==> src/rtl/delay_event_scheduler_pkg.sv <==
// delay_event_scheduler_pkg: shared slot state encoding and sizing helper for the scheduler
package delay_event_scheduler_pkg;

  typedef enum logic [1:0] {
    FREE,
    WAIT,
    DUE
  } slot_state_e;

  // Width needed to count 0..slots occupied slots inclusive
  function automatic int pending_w(input int slots);
    return $clog2(slots + 1);
  endfunction

endpackage

==> src/rtl/delay_event_scheduler_if.sv <==
// delay_event_scheduler_if: request/release handshake bundle between requesters, scheduler and consumer
interface delay_event_scheduler_if #(
  parameter int SLOTS = 4,
  parameter int DW    = 8,
  parameter int CW    = 8
) ();
  import delay_event_scheduler_pkg::*;

  localparam int PW = pending_w(SLOTS);

  logic          in_valid;
  logic          in_ready;
  logic [CW-1:0] in_delay;
  logic [DW-1:0] in_data;
  logic          out_valid;
  logic          out_ready;
  logic [DW-1:0] out_data;
  logic [PW-1:0] pending;

  modport master (
    output in_valid, in_delay, in_data, out_ready,
    input  in_ready, out_valid, out_data, pending
  );

  modport slave (
    input  in_valid, in_delay, in_data, out_ready,
    output in_ready, out_valid, out_data, pending
  );

endinterface

==> src/rtl/delay_event_slot.sv <==
// delay_event_slot: one pending event; counts its delay down, then waits as DUE until granted
module delay_event_slot
  import delay_event_scheduler_pkg::*;
#(
  parameter int DW = 8,
  parameter int CW = 8
) (
  input  logic          clk,
  input  logic          rst,
  input  logic          load_i,
  input  logic [CW-1:0] load_delay_i,
  input  logic [DW-1:0] load_data_i,
  input  logic          release_i,
  output logic          is_free_o,
  output logic          is_due_o,
  output logic [DW-1:0] data_o
);

  slot_state_e   state_q, state_d;
  logic [CW-1:0] cnt_q, cnt_d;
  logic [DW-1:0] data_q, data_d;

  // Load only ever targets a FREE slot and release only a DUE one, so they never collide
  always_comb begin
    state_d = state_q;
    cnt_d   = cnt_q;
    data_d  = data_q;
    if (load_i) begin
      state_d = (load_delay_i == '0) ? DUE : WAIT;
      cnt_d   = load_delay_i;
      data_d  = load_data_i;
    end else if (release_i) begin
      state_d = FREE;
    end else if (state_q == WAIT) begin
      cnt_d   = cnt_q - CW'(1);
      state_d = (cnt_q == CW'(1)) ? DUE : WAIT;
    end
  end

  // Slot state, countdown and payload registers
  always_ff @(posedge clk or posedge rst) begin
    if (rst) begin
      state_q <= FREE;
      cnt_q   <= '0;
      data_q  <= '0;
    end else begin
      state_q <= state_d;
      cnt_q   <= cnt_d;
      data_q  <= data_d;
    end
  end

  assign is_free_o = (state_q == FREE);
  assign is_due_o  = (state_q == DUE);
  assign data_o    = data_q;

endmodule

==> src/rtl/delay_event_scheduler.sv <==
// delay_event_scheduler: cycle-counted event delays sharing one registered output; DELAY_EVENT_SCHEDULER_ROUND_ROBIN_EN selects rotating DUE priority
module delay_event_scheduler
  import delay_event_scheduler_pkg::*;
#(
  parameter int SLOTS = 4,
  parameter int DW    = 8,
  parameter int CW    = 8
) (
  input logic                    clk,
  input logic                    rst,
  delay_event_scheduler_if.slave bus
);

  localparam int IW = (SLOTS > 1) ? $clog2(SLOTS) : 1;
  localparam int PW = pending_w(SLOTS);

  logic [SLOTS-1:0] free, due, load, rel;
  logic [DW-1:0]    slot_data [SLOTS];
  logic [IW-1:0]    fsel, gsel, ptr, j;
  logic             acc, grant, out_free;
  logic             out_valid_q, out_valid_d;
  logic [DW-1:0]    out_data_q, out_data_d;
  logic [PW-1:0]    pending_q, pending_d;

  for (genvar g = 0; g < SLOTS; g++) begin : g_slot
    assign load[g] = acc && (fsel == IW'(g));
    assign rel[g]  = grant && (gsel == IW'(g));
    delay_event_slot #(.DW(DW), .CW(CW)) u_slot (
      .clk          (clk),
      .rst          (rst),
      .load_i       (load[g]),
      .load_delay_i (bus.in_delay),
      .load_data_i  (bus.in_data),
      .release_i    (rel[g]),
      .is_free_o    (free[g]),
      .is_due_o     (due[g]),
      .data_o       (slot_data[g])
    );
  end

  // in_ready depends only on registered slot state, never on out_ready
  assign bus.in_ready = |free;
  assign acc          = bus.in_valid && bus.in_ready;
  assign out_free     = !out_valid_q || bus.out_ready;
  assign grant        = out_free && (|due);

  // Lowest-index FREE slot receives the next accepted event
  always_comb begin
    fsel = '0;
    for (int i = SLOTS - 1; i >= 0; i--)
      if (free[IW'(i)]) fsel = IW'(i);
  end

  // First DUE slot scanning upward from the priority pointer (wrapping)
  always_comb begin
    gsel = '0;
    j    = '0;
    for (int i = SLOTS - 1; i >= 0; i--) begin
      j = IW'((int'(ptr) + i) % SLOTS);
      if (due[j]) gsel = j;
    end
  end

`ifdef DELAY_EVENT_SCHEDULER_ROUND_ROBIN_EN
  logic [IW-1:0] ptr_q, ptr_d;

  assign ptr = ptr_q;

  // After a grant the slot just past the winner takes top priority
  always_comb begin
    ptr_d = grant ? ((gsel == IW'(SLOTS - 1)) ? '0 : gsel + IW'(1)) : ptr_q;
  end

  // Rotating priority pointer
  always_ff @(posedge clk or posedge rst) begin
    if (rst) ptr_q <= '0;
    else     ptr_q <= ptr_d;
  end
`else
  assign ptr = '0;
`endif

  // Output register holds under backpressure; occupancy tracks accepts minus grants
  always_comb begin
    out_valid_d = grant || (out_valid_q && !bus.out_ready);
    out_data_d  = grant ? slot_data[gsel] : out_data_q;
    pending_d   = pending_q + PW'(acc) - PW'(grant);
  end

  // Output stage and pending counter registers
  always_ff @(posedge clk or posedge rst) begin
    if (rst) begin
      out_valid_q <= 1'b0;
      out_data_q  <= '0;
      pending_q   <= '0;
    end else begin
      out_valid_q <= out_valid_d;
      out_data_q  <= out_data_d;
      pending_q   <= pending_d;
    end
  end

  assign bus.out_valid = out_valid_q;
  assign bus.out_data  = out_data_q;
  assign bus.pending   = pending_q;

endmodule

==> src/flat_wrapper.sv <==
// flat-port wrapper written by rule: the top's interface ports become plain ports
module delay_event_scheduler_flat import delay_event_scheduler_pkg::*;
#(
  parameter int SLOTS = 4,
  parameter int DW    = 8,
  parameter int CW    = 8
)
  (clk, rst, bus_in_valid, bus_in_delay, bus_in_data, bus_out_ready, bus_in_ready, bus_out_valid, bus_out_data, bus_pending);
  delay_event_scheduler_if #(.SLOTS(SLOTS), .DW(DW), .CW(CW)) bus_i ();
  input logic clk;
  input logic rst;
  input wire logic [$bits(bus_i.in_valid)-1:0] bus_in_valid;
  input wire logic [$bits(bus_i.in_delay)-1:0] bus_in_delay;
  input wire logic [$bits(bus_i.in_data)-1:0] bus_in_data;
  input wire logic [$bits(bus_i.out_ready)-1:0] bus_out_ready;
  output wire logic [$bits(bus_i.in_ready)-1:0] bus_in_ready;
  output wire logic [$bits(bus_i.out_valid)-1:0] bus_out_valid;
  output wire logic [$bits(bus_i.out_data)-1:0] bus_out_data;
  output wire logic [$bits(bus_i.pending)-1:0] bus_pending;
  assign bus_i.in_valid = bus_in_valid;
  assign bus_i.in_delay = bus_in_delay;
  assign bus_i.in_data = bus_in_data;
  assign bus_i.out_ready = bus_out_ready;
  assign bus_in_ready = bus_i.in_ready;
  assign bus_out_valid = bus_i.out_valid;
  assign bus_out_data = bus_i.out_data;
  assign bus_pending = bus_i.pending;
  delay_event_scheduler #(.SLOTS(SLOTS), .DW(DW), .CW(CW)) u_core (.clk(clk), .rst(rst), .bus(bus_i));
endmodule
==> config.mk <==
export PLATFORM = sky130hd
export DESIGN_NAME = delay_event_scheduler_flat
export DESIGN_NICKNAME = d
export VERILOG_FILES = /design/src/rtl/delay_event_scheduler_pkg.sv /design/src/rtl/delay_event_scheduler_if.sv /design/src/rtl/delay_event_slot.sv /design/src/rtl/delay_event_scheduler.sv /design/src/flat_wrapper.sv
export SDC_FILE = /design/constraint.sdc
export NUM_CORES = 1
export LEC_CHECK = 0
export ABC_AREA = 1
export CAP_MARGIN = 10
export CORE_MARGIN = 2
export CORE_UTILIZATION = 52
export DETAILED_ROUTE_END_ITERATION = 16
export GPL_TIMING_DRIVEN = 0
export HOLD_SLACK_MARGIN = 0.03
export PLACE_DENSITY = 0.8
export SLEW_MARGIN = 10
export SYNTH_ARGS = -nofsm -noshare
export SYNTH_HDL_FRONTEND = slang
export SYNTH_SLANG_ARGS = --single-unit
export TNS_END_PERCENT = 10
==> constraint.sdc <==
create_clock -name clk -period 2.5 [get_ports clk]
set_input_delay 0.75 -clock clk [delete_from_list [all_inputs] [get_ports clk]]
set_output_delay 0.75 -clock clk [all_outputs]
set_load 0.01 [all_outputs]
---- Word-level counts from Yosys, hierarchy flattened ----
Cells that the tools add are included.
storage, ports and cells
  flip-flop bits (word level) ............. 84
  bits in latches ......................... 0
  bits in writable memories ............... 0
  bits in read-only memories .............. 0
  bits of input ports ..................... 20
  output and inout bits ................... 13
  logic and storage cells ................. 119
  memories ................................ 0
cells by class
  add/subtract/negate cells ............... 6
  $mul .................................... 0
  divide/modulo/power cells ............... 0
  order comparisons ....................... 1
  eq/ne operators ......................... 22
  shift operators ......................... 0
  multiplexer cells ....................... 38
  bitwise logic cells ..................... 1
  reductions and logical operators ........ 36
operator list
  operator               number
  $mux W8                14
  $mux W2                23
  $eq A8 B1 Y1 const B   4
  $sub A8 B1 Y8 const B  4
  $bmux W8 S2            1
  $eq A2 B2 Y1 const B   8
  $eq A2 B1 Y1 const B   6
  $logic_not A2 Y1       6
  $reduce_bool A3 Y1     4
  $logic_and A1 B1 Y1    11
  $logic_not A8 Y1       1
  $ne A2 B2 Y1 const B   4
  $reduce_and A2 Y1      4
  $reduce_bool A2 Y1     4
  $reduce_or A4 Y1       2
  $add A3 B1 Y3          1
  $ge A3 B3 Y1 const B   1
  $not A2 Y3             1
  $sub A3 B1 Y3          1
  $logic_not A1 Y1       2
  $logic_or A1 B1 Y1     2

---- Depth between registers and ports, before layout ----
Gate-level depths: netlist of run 1.
  depth after elaboration ................. 9
  mapped depth ............................ 11
  depth with buffers taken out ............ 11

---- By module ----
From an unflattened synthesis of run 1, not the netlist that was laid out.
unflattened totals
  cells, all modules ...................... 708
  area, all modules ....................... 5,152.4 µm²
modules (own cells, without submodules)
  module                                           instances  cells an instance  area an instance (µm²)  seq. area each (µm²)
  delay_event_slot at u_core.g_slot[0].u_slot ...  3          141                1,044.8                 450.4
  delay_event_slot at u_core.g_slot[3].u_slot      1          141                1,043.5                 450.4
  delay_event_scheduler                            1          144                974.7                   300.3

---- Least setup slack after synthesis of run 1 ----
Ideal clock, no wire load.
  path kind ............................... input -> register
  start point ............................. input port bus_out_ready
  end point ............................... register u_core.pending_q[2], in the netlist u_core.bus.pending[2]
  setup time .............................. 0.079 ns
  arrival time ............................ 2.121 ns
  required time ........................... 2.421 ns
  path slack .............................. 0.300 ns
  cell stages on the path ................. 8
  path buffers ............................ 0
  cell sequence ........................... nor2_1 -> nor2_1 -> ha_1 -> inv_1 -> ha_1 -> fa_1 -> xnor2_1 -> xor2_1
on the way
  longest elaborated chain between the ends .. 3
ends and longest elaborated chain
  element                  line                         source
  start: declaration       flat_wrapper.sv:15           input wire logic [$bits(bus_i.out_ready)-1:0] bus_out_ready;
  $logic_or A1 B1 Y1       delay_event_scheduler.sv:44  assign out_free = !out_valid_q || bus.out_ready;
  $logic_and A1 B1 Y1      delay_event_scheduler.sv:45  assign grant = out_free && (|due);
  via u_core.grant         delay_event_scheduler.sv:20  logic acc, grant, out_free;
  $sub A3 B1 Y3            delay_event_scheduler.sv:87  pending_d = pending_q + PW'(acc) - PW'(grant);
  via u_core.pending_d[2]  delay_event_scheduler.sv:23  logic [PW-1:0] pending_q, pending_d;
  end signal: assignment   delay_event_scheduler.sv:99  pending_q <= pending_d;
  end: declaration         delay_event_scheduler.sv:23
The timed path passes the listed nets, and every way through them passes these cells.
A chain may end at the register's enable or synchronous reset.

---- Final worst setup path of run 1 ----
  start point ............................. register u_core.g_slot[2].u_slot.state_q[1]
  end point ............................... output port bus_in_ready
on the way
  longest elaborated chain between the ends .. 2
ends and longest elaborated chain
  element                   line                         source
  start: declaration        delay_event_slot.sv:19       slot_state_e state_q, state_d;
  start signal: assignment  delay_event_slot.sv:47       state_q <= state_d;
  $logic_not A2 Y1          delay_event_slot.sv:53       assign is_free_o = (state_q == FREE);
  $reduce_or A4 Y1          delay_event_scheduler.sv:42  assign bus.in_ready = |free;
  end: declaration          flat_wrapper.sv:16           output wire logic [$bits(bus_i.in_ready)-1:0] bus_in_ready;
Every way passes these cells.

==> impl_metrics.csv, run 1 <==
group,metric,value,unit
finish,drive_above_1_share,8.00,%
synthesis,ys_ff_latch,68,
flow_run,drv_cap,0,
synthesis,netlist_area,3560,sq um
sta,slew_violations,0,
finish,stdcell_count,580,
sta,min_period,2350,ps
clock_tree,post_cts_buffers,0,
floorplan,design.die.area,7530,sq um
finish,final_core_util,62.6,%
setup_path,critPathBufInv,2,
synthesis,synth_area_leaders,"dfrtp_1 (48%), nand2_1 (13%), inv_1 (6.7%)",
placed_design,io_buffers,32,
clock_tree,htreeDepth,3,
finish,n_antenna_cell,0,
sta,tns,0,ps
setup_path,crit_fanout,10,
floorplan,die_y,86.8,microns
clock_tree,tritoncts,"built",
hold_path,hold_end,"u_core.g_slot[3].u_slot.cnt_q[6]",
synthesis,syn_avg_cell_area,7.90,sq um
clock_tree,clk_latency,350,ps
synthesis,synth_nets,482,
hold_path,min_from,"u_core.g_slot[3].u_slot.cnt_q[6]",
finish,fillers,566,
clock_tree,cts_made_buffers,9,
drt,routedWlPerCell,12.1,microns
floorplan,ios,33,
global_routing,grt_overflow,0,
clock_tree,root_buffer,"clkbuf_8",
placed_design,dp.cells,564,
drt,vias,3010,
synthesis,synth_top_cell_by_area,"dfrtp_1",
setup_path,startpoint,"u_core.g_slot[2].u_slot.state_q[1]",
sta,fin_crit_sh,94.1,%
drt,drt_first_pass_iters,4,
sta,relSlewSlack,68.1,%
placed_design,dp_hpwl,5230,microns
sta,rsz0062_at_grt,"no",
global_routing,grt_pass1_wl,12200,microns
hold_path,hp-class,"flip-flop to flip-flop",
placed_design,globalplace.congestion,0.868,
synthesis,syn_inst,451,
drt,drt_iter0_drc,136,
run_status,status,"complete, no violations",
setup_path,worstReg2RegStart,"u_core.g_slot[0].u_slot.state_q[0]",
setup_path,path_class,"flip-flop to output port",
global_routing,grt_antenna_before_repair,0,
setup_path,crit_arrival,1600,ps
floorplan,start_util,53.0,%
finish,nNetsFinal,526,
global_routing,grt_pass1_vias,2904,
sta,finClkSkew,12.1,ps
setup_path,cp_slowest_cell,"dfrtp_1",
setup_path,r2r_slack,260,ps
setup_path,cp-end-kind,"output port",
synthesis,synth_cell_types,31,
power,ir_drop,0.000411,V
clock_tree,cts.sinks,68,
finish,synthToLayoutAreaGrowth,18.1,%
power,power.density,920,nW/um^2
setup_path,required,1750,ps
setup_path,crit_top_cell,"nor2_1",
sta,final_hold_viol_count,0,
setup_path,max_stage_delay,410,ps
clock_tree,clk_pin_slew,70,ps
global_routing,grt_usage,20.4,%
floorplan,row_count,30,
setup_path,cp_cell_sequence,"nor2_1 > nor2_1 > nand2_1 > buf_4 > dlygate4sd2_1",
synthesis,synth_top_area_share,47.8,%
floorplan,dieWidth,86.8,microns
synthesis,ys.warnings.count,0,
global_routing,grt_start_max_net_pins,57,
synthesis,seq_area_frac_synth,47.8,%
power,p_leak,2.16,nW
floorplan,fp.coreArea,6720,sq um
setup_path,cpLargestDelayFamily,"buffers and inverters",
sta,fmax,425,MHz
setup_path,rr_endpoint,"u_core.bus.pending[2]",
drt,routed_wl,7040,microns
drt,drc,0,
hold_path,hold_depth,1,
clock_tree,clock_path_buffers,2,
clock_tree,holdBufCountCts,0,
sta,tightest_slew,479,ps
setup_path,rr_worst_depth,11,
setup_path,start_kind,"flip-flop",
drt,vias_per_cell,5.19,
drt,ant_nets,0,
sta,finalSetupViolations,0,
-- synthesized netlist by cell type --
| master | instances |
|---|---|
| nand2_1 | 125 |
| o211ai_1 | 4 |
| nor2_4 | 1 |
| or2_2 | 2 |
| fa_1 | 1 |
| inv_1 | 64 |
| o21ai_0 | 28 |
| xnor2_1 | 2 |
| o211ai_2 | 1 |
| nor2_1 | 44 |
| nor2_2 | 1 |
| o21ai_1 | 2 |
| a21oi_1 | 7 |
| clkbuf_1 | 3 |
| ha_1 | 10 |
| a21oi_4 | 1 |
| dfrtp_1 | 68 |
| nand3_2 | 1 |
| nor3_2 | 1 |
| nand2_2 | 1 |
| xor2_1 | 16 |
| buf_6 | 1 |
| inv_2 | 6 |
| o22ai_1 | 3 |
| buf_2 | 4 |
| nand3_1 | 32 |
| nand3b_1 | 1 |
| and2_1 | 1 |
| o221ai_1 | 1 |
| nor3_1 | 3 |
| nand4_1 | 16 |
-- routing by layer --
metal / vias to the layer above / routed length (microns) / track usage, %
met1: 1415 / 3220 / 25.5
met5: - / 0 / 0
li1: 1519 / - / -
met4: 0 / 138 / 8.24
met2: 61 / 3410 / 34.5
met3: 15 / 266 / 4.48
-- cell families (layout without fill, tap and decap cells) --
kind of cell / count (synthesis) / count (layout) / synth area share [%]
buffers and inverters: 78 / 127 / 8.57
AND/OR/NAND/NOR: 229 / 229 / 27.5
adder cells (fa/ha/maj): 11 / 11 / 4.08
AO/OA/AOI/OAI: 47 / 47 / 7.62
flip-flops: 68 / 68 / 47.8
XOR/XNOR: 18 / 18 / 4.43
-- per-stage QoR --
step / hold WS, ps / setup WS [ps] / area [sq um] / total power, W
after floorplan: 442 / 38.5 / 3560 / 0.00263
after global placement: 455 / -1090 / 3980 / 0.00296
after CTS: 471 / 38.8 / 4200 / 0.00390
after global routing: 487 / 70.1 / 4210 / 0.00421
final: 469 / 148 / 4210 / 0.00387
after detailed placement: 457 / -309 / 4010 / 0.00305
-- cells in the final DEF (no fill, tap or decap), types with 2 or more instances in the layout --
cell type / instances
nor2_1: 42
or2_2: 2
nand2_1: 125
clkbuf_8: 11
inv_2: 6
ha_1: 10
a21oi_1: 7
clkbuf_1: 3
nor2_2: 3
o21ai_1: 2
clkinv_2: 2
clkdlybuf4s50_1: 30
o22ai_1: 3
buf_2: 3
xor2_1: 16
o211ai_1: 4
xnor2_1: 2
nand3_1: 32
nand4_1: 16
inv_1: 63
o21ai_0: 28
nor3_1: 3
dfrtp_1: 68
-- area by class of cell --
type / instances / area, sq um / area share [%]
Buffer: 8 / 45.0 / 1.07
Clock buffer: 11 / 151 / 3.60
Clock inverter: 5 / 35.0 / 0.833
Inverter: 70 / 265 / 6.31
Multi-Input combinational cell: 305 / 1560 / 37.1
Sequential cell: 68 / 1700 / 40.5
Tap cell: 80 / 100 / 2.38
Timing Repair Buffer: 33 / 349 / 8.30
-- worst reg2reg max path, cell delays in order, from the launching register on --
cell and delay [ps]:
dfrtp_1 390, inv_2 50, nand2_1 160, o21ai_1 120
nor2_1 130, nor2_1 90, ha_1 270, inv_1 40
ha_1 200, fa_1 380, xnor2_1 190, xor2_1 150
-- registers in the layout, summed over array words and instances, names as in the netlist --
name and count:
u_core.g_slot.u_slot.data_o 16, u_core.g_slot.u_slot.cnt_q 32, u_core.bus.pending 3, u_core.bus.out_data 8, u_core.bus.out_valid 1, u_core.g_slot.u_slot.state_q 8
-- worst max-delay path by stage --
stage / end / slack (ps) / cells after the start
floorplan: u_core.bus.out_data[0] / 40 / 1
global placement: u_core.g_slot[0].u_slot.cnt_q[7] / -1090 / 2
detailed placement: u_core.bus.pending[2] / -310 / 9
CTS: u_core.bus.pending[2] / 40 / 9
global route: bus_in_ready / 70 / 5
finish: bus_in_ready / 150 / 5
-- power by group --
group          switching, W  internal [W]  total (W)
Sequential         0.000222       0.00141    0.00163
Combinational      0.000847      0.000554    0.00140
Clock              0.000421      0.000415   0.000836
Total               0.00149       0.00238    0.00387
-- timing repair --
action,4_1_cts,5_1_grt
endpoints found under the hold margin,0,0
gates resized for setup,3,2
setup endpoints to repair,1,1
(Power assumes the default switching activity.)
==> run 2, diff against run 1 <==
--- a/config.mk
+++ b/config.mk
@@ -12,7 +12,7 @@
 export DETAILED_ROUTE_END_ITERATION = 16
 export GPL_TIMING_DRIVEN = 0
 export HOLD_SLACK_MARGIN = 0.03
-export PLACE_DENSITY = 0.8
+export PLACE_DENSITY = 0.82
 export SLEW_MARGIN = 10
 export SYNTH_ARGS = -nofsm -noshare
 export SYNTH_HDL_FRONTEND = slang
==> impl_metrics.csv, run 2 (same netlist as run 1, synthesis figures left out) <==
group,metric,value,unit
global_routing,grt.met2_usage,36.2,%
hold_path,hold_end,"u_core.g_slot[2].u_slot.cnt_q[7]",
global_routing,met3_usage,6.67,%
sta,hold_slack,473,ps
floorplan,dieWidth,86.8,microns
power,internal_power,0.00253,W
sta,slew_violations,0,
setup_path,path_depth,5,
finish,synthToLayoutAreaGrowth,19.0,%
power,combPwrFrac,35.2,%
clock_tree,clk_pin_slew,70,ps
setup_path,critPathBufInv,2,
floorplan,row_count,30,
sta,final_hold_viol_count,0,
clock_tree,cts.sinks,68,
power,p_switching,0.00151,W
floorplan,die_y,86.8,microns
power,ir_drop,0.000695,V
drt,vias_per_cell,5.15,
sta,fmax,427,MHz
finish,drive_above_1_share,7.80,%
setup_path,worstReg2RegStart,"u_core.g_slot[0].u_slot.state_q[0]",
drt,drc,0,
placed_design,dp_hpwl,5220,microns
setup_path,cp_cell_sequence,"nor2_2 > nor2_1 > nand2_1 > buf_4 > dlygate4sd2_1",
sta,rsz0062_at_grt,"no",
sta,finClkSkew,7.35,ps
run_status,status,"complete, no violations",
finish,largest-register,"u_core.g_slot.u_slot.cnt_q",
floorplan,start_util,53.0,%
setup_path,cp-end-kind,"output port",
floorplan,design.die.area,7530,sq um
placed_design,dp.cells,564,
drt,drt_first_pass_iters,6,
clock_tree,root_buffer,"clkbuf_8",
drt,drt_iter0_drc,164,
power,power.density,953,nW/um^2
global_routing,grt_overflow,0,
global_routing,grt_antenna_before_repair,0,
finish,stdcell_count,580,
global_routing,grt.met1_usage,27.0,%
global_routing,grt-busiest-layer,"met2",
sta,finalSetupViolations,0,
drt,routed_wl,7260,microns
drt,vias,2988,
hold_path,hp-class,"flip-flop to flip-flop",
finish,fillers,561,
finish,nNetsFinal,526,
drt,routedWlPerCell,12.5,microns
setup_path,cpLargestDelayFamily,"buffers and inverters",
sta,fin_crit_sh,93.7,%
setup_path,cp_slowest_cell,"dfrtp_1",
clock_tree,clk_latency,350,ps
flow_run,drv_cap,0,
power,p_leak,2.17,nW
sta,relSlewSlack,68.2,%
hold_path,min_from,"u_core.g_slot[2].u_slot.cnt_q[7]",
global_routing,grt_pass1_wl,12900,microns
power,sw_frac_of_total,37.4,%
global_routing,grt_start_max_net_pins,68,
drt,ant_nets,0,
floorplan,fp.coreArea,6720,sq um
power,p_clk_share,24.5,%
clock_tree,clock_path_buffers,2,
setup_path,max_stage_delay,430,ps
clock_tree,htreeDepth,3,
setup_path,path_class,"flip-flop to output port",
sta,tightest_slew,477,ps
finish,final_common_cell,"nand2_1",
placed_design,io_buffers,32,
setup_path,required,1750,ps
clock_tree,holdBufCountCts,0,
global_routing,grt_usage,21.6,%
placed_design,globalplace.congestion,0.870,
finish,largest_reg_flops,32,
power,p_seq_share,40.4,%
floorplan,ios,33,
hold_path,hold_depth,1,
setup_path,r2r_slack,210,ps
setup_path,rr_endpoint,"u_core.bus.pending[2]",
finish,n_antenna_cell,0,
setup_path,start_kind,"flip-flop",
clock_tree,tritoncts,"built",
finish,mostFrequentLayoutCells,"nand2_1 (125), dfrtp_1 (68), inv_1 (63), nor2_1 (42), nand3_1 (32)",
setup_path,crit_fanout,10,
clock_tree,cts_made_buffers,9,
global_routing,grt_pass1_vias,2952,
setup_path,rr_worst_depth,11,
sta,min_period,2340,ps
setup_path,crit_arrival,1590,ps
==> run 2: worst reg2reg max path, cell delays in order, from the launching register on <==
cell,delay (ps)
dfrtp_1,420
inv_2,60
nand2_1,170
o21ai_1,110
nor2_1,120
nor2_1,80
ha_1,280
inv_1,40
ha_1,210
fa_1,390
xnor2_1,190
xor2_1,160
==> run 2: power by group through the flow <==
stage	combinational, W	clock, W	sequential (W)
final	0.00142	0.000988	0.00163
after global routing	0.00164	0.00106	0.00168
after CTS	0.00143	0.00101	0.00162
after detailed placement	0.00142	0	0.00164
after global placement	0.00133	0	0.00163
after floorplan	0.00101	0	0.00161
==> run 2: cell type report <==
class	count	area [sq um]	area share, %
clock buffer	10	128	3.01
sequential	68	1700	40.2
inverter	70	265	6.26
buffer	8	45.0	1.06
tap	80	100	2.36
clock inverter	6	88.8	2.10
multi-input combinational	305	1560	36.8
timing repair buffer	33	349	8.24
==> run 2: how the worst max path moves through the flow <==
stage                                             from                                to  slack (ps)
floorplan                                          rst            u_core.bus.out_data[0]          40
global placement                                   rst  u_core.g_slot[0].u_slot.cnt_q[5]       -1070
detailed placement                       bus_out_ready             u_core.bus.pending[2]        -350
CTS                                      bus_out_ready             u_core.bus.pending[2]          10
global route        u_core.g_slot[0].u_slot.state_q[0]             u_core.bus.pending[2]          30
finish              u_core.g_slot[0].u_slot.state_q[0]                      bus_in_ready         160
==> run 2: per-stage QoR <==
step	setup TNS [ps]	setup WS (ps)	util, %	cell area [sq um]	power, W
after floorplan	0	38.5	-	3560	0.00263
after global placement	-72960	-1070	59.3	3980	0.00296
after detailed placement	-462	-349	59.7	4010	0.00306
after CTS	0	12.7	63.0	4230	0.00406
after global routing	0	30.7	63.1	4240	0.00438
final	0	158	63.1	4240	0.00404
==> run 2: timing repair <==
action / CTS / global route
setup endpoints to repair: 1 / 1
setup buffers: 0 / 0
cloned: 0 / 0
resized for setup: 3 / 2
==> run 2: routing by layer <==
layer	routed length, microns	vias up
li1	-	1510
met1	3370	1408
met2	3540	59
met3	265	11
met4	89	0
met5	0	-
==> run 3, diff against run 2 <==
--- a/config.mk
+++ b/config.mk
@@ -7,9 +7,10 @@
 export LEC_CHECK = 0
 export ABC_AREA = 1
 export CAP_MARGIN = 10
-export CORE_MARGIN = 2
+export CORE_MARGIN = 4
 export CORE_UTILIZATION = 52
 export DETAILED_ROUTE_END_ITERATION = 16
+export GPL_ROUTABILITY_DRIVEN = 0
 export GPL_TIMING_DRIVEN = 0
 export HOLD_SLACK_MARGIN = 0.03
 export PLACE_DENSITY = 0.82
==> impl_metrics.csv, run 3 (same netlist as run 1, synthesis figures left out) <==
group,metric,value,unit
clock_tree,clk_latency,350,ps
run_status,status,"complete, no violations",
global_routing,grt_antenna_before_repair,0,
drt,drt_first_pass_iters,4,
global_routing,grt_pass1_vias,2914,
drt,vias,3011,
hold_path,hold_end,"u_core.g_slot[3].u_slot.cnt_q[4]",
sta,layout_setup_ws,155,ps
sta,final_hold_viol_count,0,
drt,ant_nets,0,
setup_path,path_class,"flip-flop to output port",
setup_path,crit_arrival,1600,ps
power,ir_drop,0.000655,V
setup_path,rr_worst_depth,11,
finish,final_area,4250,sq um
sta,min_period,2350,ps
placed_design,dp_hpwl,5250,microns
finish,n_antenna_cell,0,
sta,finClkSkew,8.30,ps
power,power.density,964,nW/um^2
clock_tree,clock_path_buffers,2,
placed_design,pre_cts_slack,-398,ps
finish,final_core_util,65.4,%
power,p_switching,0.00151,W
clock_tree,clk_pin_slew,70,ps
floorplan,dieWidth,90.8,microns
sta,fmax,426,MHz
finish,drive_above_1_share,8.00,%
setup_path,start_kind,"flip-flop",
sta,rsz0062_at_grt,"no",
setup_path,worstReg2RegStart,"u_core.g_slot[0].u_slot.state_q[0]",
floorplan,start_util,54.8,%
flow_run,drv_cap,0,
sta,relSlewSlack,70.6,%
setup_path,cp-end-kind,"output port",
finish,largest-register,"u_core.g_slot.u_slot.cnt_q",
finish,synthToLayoutAreaGrowth,19.3,%
floorplan,design.die.area,8240,sq um
power,p_seq_share,39.8,%
clock_tree,tritoncts,"built",
hold_path,hold_depth,1,
power,power,0.00409,W
sta,tightest_slew,441,ps
hold_path,hp-class,"flip-flop to flip-flop",
power,p_leak,2.17,nW
drt,drc,0,
hold_path,min_from,"u_core.g_slot[3].u_slot.cnt_q[4]",
setup_path,r2r_slack,180,ps
setup_path,rr_endpoint,"u_core.bus.pending[2]",
clock_tree,root_buffer,"clkbuf_8",
finish,mostFrequentLayoutCells,"nand2_1 (125), dfrtp_1 (68), inv_1 (63), nor2_1 (42), nand3_1 (32)",
power,p_clk_share,25.5,%
finish,nNetsFinal,526,
setup_path,required,1750,ps
floorplan,fp.coreArea,6490,sq um
global_routing,grt_start_max_net_pins,64,
drt,vias_per_cell,5.22,
floorplan,ios,33,
placed_design,io_buffers,32,
clock_tree,post_cts_buffers,0,
sta,finalSetupViolations,0,
global_routing,grt_overflow,0,
power,sw_frac_of_total,36.9,%
finish,largest_reg_flops,32,
drt,routedWlPerCell,12.7,microns
placed_design,place_area,4010,sq um
power,internal_power,0.00258,W
clock_tree,cts_made_buffers,9,
finish,fillers,539,
finish,final_common_cell,"nand2_1",
floorplan,die_y,90.8,microns
global_routing,grt_usage,19.2,%
drt,routed_wl,7330,microns
power,combPwrFrac,34.7,%
clock_tree,cts.sinks,68,
setup_path,crit_fanout,10,
clock_tree,htreeDepth,3,
global_routing,grt_pass1_wl,13000,microns
sta,slew_violations,0,
sta,fin_crit_sh,93.8,%
floorplan,row_count,29,
drt,drt_iter0_drc,178,
## run 3: changes by cell type in the layout (fill, tap and decap cells not counted)
| cell | change |
|---|---|
| dlymetal6s2s_1 | -1 |
| dlygate4sd2_1 | +1 |
| clkbuf_8 | +2 |
| clkbuf_1 | -1 |
| clkinv_2 | -1 |
## run 3: metal layers
metal	global-route usage [%]	routed length [microns]	vias up	share of wire (%)
met3	3.75	361	15	4.9
met4	8.55	125	0	1.7
met2	31.2	3550	71	48
met5	0	0	-	0
li1	-	-	1519	-
met1	24.7	3290	1406	45
## run 3: layout make-up
type | count | area [sq um] | share of cell area (%)
plain buffers | 8 | 45.0 | 1.06
inverters | 70 | 265 | 6.24
well taps | 77 | 96.3 | 2.27
multi-input cells | 305 | 1560 | 36.7
flip-flops and latches | 68 | 1700 | 40.1
clock inverters | 5 | 83.8 | 1.97
clock buffers | 11 | 151 | 3.56
repair buffers | 33 | 345 | 8.13
## run 3: how the worst max path moves through the flow
| stage | cells after the start | start | end |
|---|---|---|---|
| 6_report | 5 | u_core.g_slot[0].u_slot.state_q[0] | bus_in_ready |
| 5_1_grt | 11 | u_core.g_slot[3].u_slot.state_q[0] | u_core.bus.pending[2] |
| 4_1_cts | 5 | u_core.g_slot[0].u_slot.state_q[0] | bus_in_ready |
| 3_5_place_dp | 9 | bus_out_ready | u_core.bus.pending[2] |
| 3_3_place_gp | 2 | rst | u_core.g_slot[0].u_slot.cnt_q[6] |
| 2_1_floorplan | 1 | rst | u_core.bus.out_data[0] |
## run 3: power by group through the flow
stage | Clock (W) | Sequential (W) | Combinational, W
6_report | 0.00104 | 0.00163 | 0.00142
5_1_grt | 0.00111 | 0.00167 | 0.00165
4_1_cts | 0.00106 | 0.00163 | 0.00143
3_5_place_dp | 0 | 0.00164 | 0.00141
3_3_place_gp | 0 | 0.00163 | 0.00133
2_1_floorplan | 0 | 0.00161 | 0.00101
## run 3: timing repair
action / CTS / global route
gates resized for setup: 5 / 0
setup endpoints to repair: 2 / 0
hold buffers: 0 / 0
## run 3: metrics by stage
stage          cells  setup TNS [ps]  hold slack [ps]
2_1_floorplan    451               0              442
3_3_place_gp     560          -73870              458
3_5_place_dp     561            -553              457
4_1_cts          577               0              471
5_1_grt          577               0              488
6_report         577               0              470
## run 3: worst max-delay path: stages (launching register included)
cell and delay (ps):
dfrtp_1 410, nor2_2 170, nor2_1 90, nand2_1 120
buf_4 180, dlygate4sd2_1 280
